`src/rtl/decode_queue.sv`:
```
// Instruction decode queue: decodes RV32I/RV64I words on entry and buffers the
// decoded bundles in a DEPTH-entry FIFO between fetch and execute.
module decode_queue #(
    parameter int XLEN     = 32,
    parameter int DEPTH    = 2,
    parameter int ENABLE_M = 1
) (
    input  logic                       clk,
    input  logic                       rst,
    input  logic                       flush,
    input  logic                       in_valid,
    output logic                       in_ready,
    input  logic [31:0]                in_inst,
    input  logic [XLEN-1:0]            in_pc,
    output logic                       out_valid,
    input  logic                       out_ready,
    output logic [XLEN-1:0]            out_pc,
    output logic [6:0]                 out_opcode,
    output logic [4:0]                 out_rs,
    output logic [4:0]                 out_rs2,
    output logic [4:0]                 out_rd,
    output logic [2:0]                 out_funct3,
    output logic [6:0]                 out_funct7,
    output logic [5:0]                 out_shamt,
    output logic [XLEN-1:0]            out_imm,
    output logic [2:0]                 out_opcode_type,
    output logic                       out_is_load,
    output logic                       out_is_store,
    output logic                       out_is_writeback,
    output logic                       out_use_adder,
    output logic                       out_is_system,
    output logic                       out_is_mul,
    output logic                       out_illegal,
    output logic [$clog2(DEPTH):0]     count
);

    localparam int AW = $clog2(DEPTH);
    localparam int CW = AW + 1;

    localparam logic [2:0] TYPE_R = 3'd0;
    localparam logic [2:0] TYPE_I = 3'd1;
    localparam logic [2:0] TYPE_S = 3'd2;
    localparam logic [2:0] TYPE_B = 3'd3;
    localparam logic [2:0] TYPE_U = 3'd4;
    localparam logic [2:0] TYPE_J = 3'd5;

    typedef struct packed {
        logic [XLEN-1:0] pc;
        logic [6:0]      opcode;
        logic [4:0]      rs;
        logic [4:0]      rs2;
        logic [4:0]      rd;
        logic [2:0]      funct3;
        logic [6:0]      funct7;
        logic [5:0]      shamt;
        logic [XLEN-1:0] imm;
        logic [2:0]      opcode_type;
        logic            is_load;
        logic            is_store;
        logic            is_writeback;
        logic            use_adder;
        logic            is_system;
        logic            is_mul;
        logic            illegal;
    } bundle_t;

    function automatic logic [XLEN-1:0] sext32(input logic signed [31:0] v);
        return XLEN'(v);
    endfunction

    bundle_t         dec_p0;
    bundle_t         fifo_p1 [DEPTH];
    bundle_t         head_p1;
    logic [AW-1:0]   wr_ptr;
    logic [AW-1:0]   rd_ptr;
    logic            push;
    logic            pop;

    // Stage 0: combinational decode of the incoming instruction
    always_comb begin
        dec_p0             = '0;
        dec_p0.pc          = in_pc;
        dec_p0.opcode      = in_inst[6:0];
        dec_p0.rs          = in_inst[19:15];
        dec_p0.rs2         = in_inst[24:20];
        dec_p0.rd          = in_inst[11:7];
        dec_p0.funct3      = in_inst[14:12];
        dec_p0.funct7      = in_inst[31:25];
        dec_p0.shamt       = (XLEN == 64) ? in_inst[25:20] : {1'b0, in_inst[24:20]};
        dec_p0.opcode_type = TYPE_I;
        dec_p0.illegal     = (in_inst[1:0] != 2'b11);
        case (in_inst[6:0])
            7'h37, 7'h17: begin
                dec_p0.is_writeback = 1'b1;
                dec_p0.opcode_type  = TYPE_U;
                dec_p0.imm          = sext32({in_inst[31:12], 12'b0});
            end
            7'h33: begin
                dec_p0.is_writeback = 1'b1;
                dec_p0.opcode_type  = TYPE_R;
                if (in_inst[31:25] == 7'h20) begin
                    if (in_inst[14:12] != 3'b000 && in_inst[14:12] != 3'b101)
                        dec_p0.illegal = 1'b1;
                end else if (in_inst[31:25] == 7'h01 && ENABLE_M != 0) begin
                    dec_p0.is_mul = 1'b1;
                end else if (in_inst[31:25] != 7'h00) begin
                    dec_p0.illegal = 1'b1;
                end
            end
            7'h13: begin
                dec_p0.is_writeback = 1'b1;
                dec_p0.imm          = sext32({{20{in_inst[31]}}, in_inst[31:20]});
            end
            7'h6F: begin
                dec_p0.is_writeback = 1'b1;
                dec_p0.use_adder    = 1'b1;
                dec_p0.opcode_type  = TYPE_J;
                dec_p0.imm          = sext32({{11{in_inst[31]}}, in_inst[31], in_inst[19:12],
                                              in_inst[20], in_inst[30:21], 1'b0});
            end
            7'h67: begin
                dec_p0.is_writeback = 1'b1;
                dec_p0.use_adder    = 1'b1;
                dec_p0.imm          = sext32({{20{in_inst[31]}}, in_inst[31:20]});
            end
            7'h63: begin
                dec_p0.use_adder    = 1'b1;
                dec_p0.opcode_type  = TYPE_B;
                dec_p0.imm          = sext32({{19{in_inst[31]}}, in_inst[31], in_inst[7],
                                              in_inst[30:25], in_inst[11:8], 1'b0});
            end
            7'h03: begin
                dec_p0.is_load      = 1'b1;
                dec_p0.is_writeback = 1'b1;
                dec_p0.use_adder    = 1'b1;
                dec_p0.imm          = sext32({{20{in_inst[31]}}, in_inst[31:20]});
            end
            7'h23: begin
                dec_p0.is_store     = 1'b1;
                dec_p0.use_adder    = 1'b1;
                dec_p0.opcode_type  = TYPE_S;
                dec_p0.imm          = sext32({{20{in_inst[31]}}, in_inst[31:25], in_inst[11:7]});
            end
            7'h0F: begin
                dec_p0.imm          = sext32({{20{in_inst[31]}}, in_inst[31:20]});
            end
            7'h73: begin
                dec_p0.is_system    = 1'b1;
                dec_p0.imm          = sext32({{20{in_inst[31]}}, in_inst[31:20]});
            end
            default: dec_p0.illegal = 1'b1;
        endcase
        // Illegal words still flow in order, but must not trigger any side effect downstream
        if (dec_p0.illegal) begin
            dec_p0.is_load      = 1'b0;
            dec_p0.is_store     = 1'b0;
            dec_p0.is_writeback = 1'b0;
            dec_p0.use_adder    = 1'b0;
            dec_p0.is_mul       = 1'b0;
            dec_p0.imm          = '0;
        end
    end

    assign in_ready  = (count != CW'(DEPTH));
    assign out_valid = (count != '0);
    assign push      = in_valid && in_ready && !flush;
    assign pop       = out_valid && out_ready && !flush;

    // Stage 1: queue control and entry storage (storage is never reset)
    always_ff @(posedge clk or posedge rst) begin
        if (rst) begin
            count  <= '0;
            wr_ptr <= '0;
            rd_ptr <= '0;
        end else if (flush) begin
            count  <= '0;
            wr_ptr <= '0;
            rd_ptr <= '0;
        end else begin
            if (push) wr_ptr <= wr_ptr + 1'b1;
            if (pop)  rd_ptr <= rd_ptr + 1'b1;
            count <= count + CW'(push) - CW'(pop);
        end
    end

    always_ff @(posedge clk) begin
        if (push) fifo_p1[wr_ptr] <= dec_p0;
    end

    assign head_p1          = fifo_p1[rd_ptr];
    assign out_pc           = head_p1.pc;
    assign out_opcode       = head_p1.opcode;
    assign out_rs           = head_p1.rs;
    assign out_rs2          = head_p1.rs2;
    assign out_rd           = head_p1.rd;
    assign out_funct3       = head_p1.funct3;
    assign out_funct7       = head_p1.funct7;
    assign out_shamt        = head_p1.shamt;
    assign out_imm          = head_p1.imm;
    assign out_opcode_type  = head_p1.opcode_type;
    assign out_is_load      = head_p1.is_load;
    assign out_is_store     = head_p1.is_store;
    assign out_is_writeback = head_p1.is_writeback;
    assign out_use_adder    = head_p1.use_adder;
    assign out_is_system    = head_p1.is_system;
    assign out_is_mul       = head_p1.is_mul;
    assign out_illegal      = head_p1.illegal;

endmodule

```
`config.mk`:
```
export PLATFORM = sky130hd
export DESIGN_NAME = decode_queue
export DESIGN_NICKNAME = d
export VERILOG_FILES = /design/src/rtl/decode_queue.sv
export SDC_FILE = /design/constraint.sdc
export NUM_CORES = 1
export LEC_CHECK = 0
export CORE_UTILIZATION = 25
export DETAILED_ROUTE_END_ITERATION = 8
export PLACE_DENSITY = 0.49
export SLEW_MARGIN = 20
export SYNTH_ARGS = -nofsm -noshare
export SYNTH_HDL_FRONTEND = slang
export SYNTH_SLANG_ARGS = --single-unit
```
`constraint.sdc`:
```
create_clock -name clk -period 8.36 [get_ports clk]
set_input_delay 0.836 -clock clk [delete_from_list [all_inputs] [get_ports clk]]
set_output_delay 0.836 -clock clk [all_outputs]
set_load 0.01 [all_outputs]
```
# ---- Word level (Yosys, flattened, before mapping)
# Memories as Yosys holds them, arrays and structs flattened.
# Cells that the tools add are included.
dict set report word_totals {
  mem_bits_ro 0
  memories 1
  elab_cells 65
  mem_bits_rw 222
  latch_bits 0
  ff_bits 4
}
dict set report op_classes {
  n_reduce_logical 16
  shift 0
  n_addsub 4
  n_bitwise 0
  mul 0
  order_cmp 0
  n_eq_ne 16
  div 0
  n_mux 25
}
# name words width read_ports rd_clocked_by_memory_dff wr line_no
set memory_table {}
lappend memory_table {fifo_p1 2 111 1 0 1 72} ;# bundle_t fifo_p1 [DEPTH];
# cell n
set op_table {}
lappend op_table {{32-bit case mux with 5 select lines} 1}
lappend op_table {{32-bit 2-to-1 mux} 1}
lappend op_table {{7-bit by 6-bit == test with 1-bit output (second input constant)} 4}
lappend op_table {{7-bit == test (second input constant)} 4}
lappend op_table {{1-bit 2-to-1 mux} 19}
lappend op_table {{3-bit case mux with 5 select lines} 1}
lappend op_table {{7-bit by 5-bit == test with 1-bit output (second input constant)} 2}
lappend op_table {{10-bit OR reduction} 1}
lappend op_table {{5-bit OR reduction} 2}
lappend op_table {{7-bit by 1-bit == test with 1-bit output (second input constant)} 1}
lappend op_table {{7-bit by 2-bit == test with 1-bit output (second input constant)} 1}
lappend op_table {{7-bit by 4-bit == test with 1-bit output (second input constant)} 1}
lappend op_table {{7-bit nonzero test} 1}
lappend op_table {{7-bit OR reduction} 1}
lappend op_table {{2-bit nonzero test} 3}
lappend op_table {{1-bit logical AND} 5}
lappend op_table {{4-bit 2-to-1 mux} 1}
lappend op_table {{2-bit != test (second input constant)} 2}
lappend op_table {{3-bit != test (second input constant)} 1}
lappend op_table {{3-bit nonzero test} 1}
lappend op_table {{1-bit adder (second input constant)} 2}
lappend op_table {{2-bit by 1-bit adder with 2-bit output} 1}
lappend op_table {{2-bit 2-to-1 mux} 1}
lappend op_table {{1-bit case mux with 2 select lines} 1}
lappend op_table {{3 further kinds} 3}

# ---- Logic depth before layout (Yosys ltp)
dict set report logic_depth {
  ltp_word 6
  mapped_depth 8
  ltp_nobuf 8
}

# ---- Worst setup path before layout
# Ideal clock, no wire load.
dict set report synth_path {
  kind {in2reg}
  startpoint {input port in_valid}
  endpoint {memory fifo_p1[0][0] in the netlist's numbering, enable pin}
  path_stages 3
  slack_ns 2.176
  n_path_buf 0
  required_time_ns 7.788
  arrival_ns 5.612
  setup_time_ns 0.572
  path_cell_list {nand2_1 or2_2 nor2_1}
}
dict set report synth_between {
  elab_chain_cells 4
}
# element line_no
set synth_lines {}
lappend synth_lines {{start, declared} 11} ;# input logic in_valid,
lappend synth_lines {{1-bit logical AND (2 in a row)} 166} ;# assign push = in_valid && in_ready && !flush;
lappend synth_lines {{1-bit 2-to-1 mux} 187} ;# if (push) fifo_p1[wr_ptr] <= dec_p0;
lappend synth_lines {{1-bit 2-to-1 mux (implied by the code)} 187}
lappend synth_lines {{end, declared} 72}
# Every way passes these cells.

# ---- Worst setup path after layout
dict set report layout_path {
  startpoint {register rd_ptr}
  endpoint {output port out_is_load}
}
dict set report layout_between {
  elab_chain_cells 1
}
# element line_no
set layout_lines {}
lappend layout_lines {{start, declared} 75} ;# logic [AW-1:0] rd_ptr;
lappend layout_lines {{start signal, assigned} 181} ;# if (pop) rd_ptr <= rd_ptr + 1'b1;
lappend layout_lines {{memory read 2 x 111 bit} -}
lappend layout_lines {{end, declared} 27} ;# output logic out_is_load,
# Every way passes these cells.

==> summary by stage <==
Status
The flow ran to the end, and the final reports show no timing, DRC or antenna violations.

Global routing
The first global-routing pass estimated 30400 microns of wire. For this run the aggregate overflow at the end of global routing stands at 0. The via count of the first global-routing pass is 5163. The global-route total usage across every layer is 11.1%.

The number of antenna violations at the first check in global routing is 1. The pin count of the biggest net entering global routing is 66.

Synth
The mean post-synth cell area is 17.8 sq um. The yosys synthesis warning count is 0. Summed over all instances, the cell type with the most area after synthesis is edfxtp_1. The number of flops mapped to enable cells by yosys is 212. The register area share after synthesis is 74.1%. Summed over its instances, the top area cell type makes up 73.0% of the synthesized netlist area.

The net count after synthesis is 560. The netlist area before placement is 8720 sq um. After synthesis, the cell types taking the most area are edfxtp_1, mux2_2, dfrtp_1. The count of state elements after synthesis is 216. The top flip-flop cell by instance count after synthesis is edfxtp_1.

The number of distinct library cell variants in the gate-level netlist after synthesis is 55. The share of synthesized registers carrying an async set or reset is 1.85%. Counting every instance in the synthesized netlist gives 489.

Detailed routing
Once detail routing completed, the nets flagged for antenna violations numbered 0. After detailed routing, the number of vias per cell comes to 4.27. The wire length per cell is 17.5 microns.

For this block, the initial DRC count from the detailed router was 208. The number of optimization iterations in the first detailed-route pass is 4. The final route contains 4915 vias. The final wirelength is 20200 microns. For this run, design rule violations remaining after detail routing come to 0.

Final layout
The net count of the finished layout is 748. The post-layout instance count excluding filler cells is 1151. The total of fill cells in the finished design is 3314. The fraction of final layout cells with drive strength greater than 1 is 24.3%. The library cells used most frequently in the layout, excluding fill and tap cells, are edfxtp_1, clkdlybuf4s50_1, mux2_2, clkbuf_16, nand2_1. From synthesis to final layout, the design area changed by 36.2%. The library cell used most frequently in the layout, excluding fill and tap cells, is edfxtp_1. 0 antenna diodes ended up in the layout.

Timing
The count of pins over their slew limit is 0. The count of endpoints failing hold in the final timing report is 0. In this run the tightest slew margin relative to its limit is 35.1%. Setup violations remaining at the end of the flow were counted as 0.

For the final routed database, the setup TNS stands at 0 ns. Timing would allow up to 252 MHz. The period utilization is 47.5%.

The worst clock skew is 0.00973 ns. At the pin with the least slew margin, the transition time is 0.969 ns. The final critical delay including setup and external delays is 3.97 ns.

Setup repair after global routing left no endpoint under its margin.

Pwr
The worst ir drop on vdd is 148 uV. The power per cell area is 248 nW/um^2. The leakage power figure is 0.00401 uW.

Placement
Routability-driven placement finished with a final weighted congestion of 0.767. Port buffering added 183 buffers. The wire-length estimate of the detail-placed layout is 13300 microns. Including well taps, the total number of placed cells is 1104.

Clock network
TritonCTS built the clock tree. The CTS buffer count is 26. For this design, the CTS-stage hold fixing added 0 buffers. Clock tree synthesis selected as its root buffer the cell clkbuf_16.

CTS saw 216 sinks. The source-to-sink clock delay at the later pin of the worst-skew pair is 0.52 ns. The number of H-tree branching levels is 1. The post-CTS resize count is 0. The buffer levels on the longest clock path is 3. Once the clock tree was built, the setup fixing pass inserted 0 buffers.

After clock tree synthesis, the clock-pin slew on the worst setup and hold paths is 0.06 ns.

Setup path
Measured in cells, the most critical reg-to-reg path has a length of 6. For the worst setup path, the data arrival time is 3.13 ns. The type of destination of the critical path is an output port. On the worst path, the slowest cell contributes a delay of 0.81 ns. The category of the worst setup path launch point is a flop.

In this run the worst path has a maximum fanout of 65. The setup check on the worst reg-to-reg path leaves a slack of 5.48 ns. The required time of the critical path is 7.52 ns. The critical path goes through buf_4 > mux2_2 > clkdlybuf4s50_1. The standard cell with the maximum stage delay on the critical path is dfrtp_4. The setup path with the least slack is of type reg2out.

Floorplan
185 I/O pins were placed. The initialized floorplan defines 68 standard-cell rows. The core region is 34500 sq um.

The die extent in x is 189 microns. The die is 189 microns tall. For this configuration, the core starts out at a cell density of 25.3%.

The die covers 35600 sq um.

Run
Max-cap violations in this run came to 0.

Hold path
The path class of the lowest-slack min-delay path is in2async.
final timing paths:
path,startpoint,end
min in group clk,count[0],count[0]
setup reg to reg,count[0],fifo_p1[0][40]
max in group asynchronous,rst,rd_ptr
hold / removal,rst,rd_ptr
setup / recovery,rd_ptr,out_is_load
hold reg to reg,count[0],count[0]
metal layers:
metal	share of wire (%)	GRT usage (%)
met5	0.059	0
met4	2.3	2.98
met3	5.8	2.59
met2	49	18.9
met1	43	14.1
final cells by class:
cell class	count	area (sq um)	share of cell area (%)
Sequential cell	216	6470	54.5
Multi-Input combinational cell	237	2050	17.3
Timing Repair Buffer	188	1870	15.7
Clock buffer	30	687	5.78
Tap cell	455	569	4.79
Clock inverter	17	200	1.69
Inverter	8	30.0	0.253
state kept, by name, indices dropped and copies added (netlist names):
| register | count |
|---|---|
| count | 2 |
| fifo_p1 | 212 |
| rd_ptr | 1 |
| wr_ptr | 1 |
logic make-up (layout without fill, tap and decap cells):
group / after synthesis / count (layout) / synth area share [%]
AO/OA/AOI/OAI: 53 / 53 / 4.30
XOR/XNOR: 5 / 5 / 0.502
adder cells (fa/ha/maj): 3 / 3 / 0.416
buffers and inverters: 36 / 243 / 2.55
flip-flops: 216 / 216 / 74.1
multiplexers: 106 / 106 / 13.7
other: 1 / 1 / 0.0430
AND/OR/NAND/NOR: 69 / 69 / 4.36
worst max-delay path: cells and delay by family, from the launching register on:
family,cells,cell delay [ns]
buffers and inverters,2,1.26
flip-flops,1,0.81
multiplexers,1,0.46
where the power goes:
group,internal (uW),switching (uW),leakage (uW)
Combinational,289,226,0.00156
Sequential,1260,31.0,0.00203
Clock,712,432,0.000425
through the flow:
stage / total power [uW] / utilization [%] / worst slack, ns / hold WS (ns) / area (sq um)
floorplan: 1570 / - / 2.18 / 0.583 / 8720
global placement: 1840 / 31.9 / 4.73 / 0.649 / 11000
detailed placement: 1840 / 31.9 / 4.67 / 0.685 / 11000
CTS: 3010 / 34.5 / 4.24 / 0.473 / 11900
global route: 3080 / 34.5 / 4.19 / 0.513 / 11900
finish: 2950 / 34.5 / 4.39 / 0.505 / 11900
cells in the mapped netlist, types with 3 or more instances:
library cell  number
a21o_1            11
a21oi_1            4
a22o_1             4
and3_1             6
buf_2             13
buf_4              7
buf_6              6
dfrtp_1            4
edfxtp_1         212
inv_1              8
mux2_2           106
nand2_1           19
nand3_1            3
nor2_1            10
nor2b_1            3
nor3_1             7
o21ai_0           14
xor2_1             3
No activity file was read; power rests on OpenSTA's default activity.
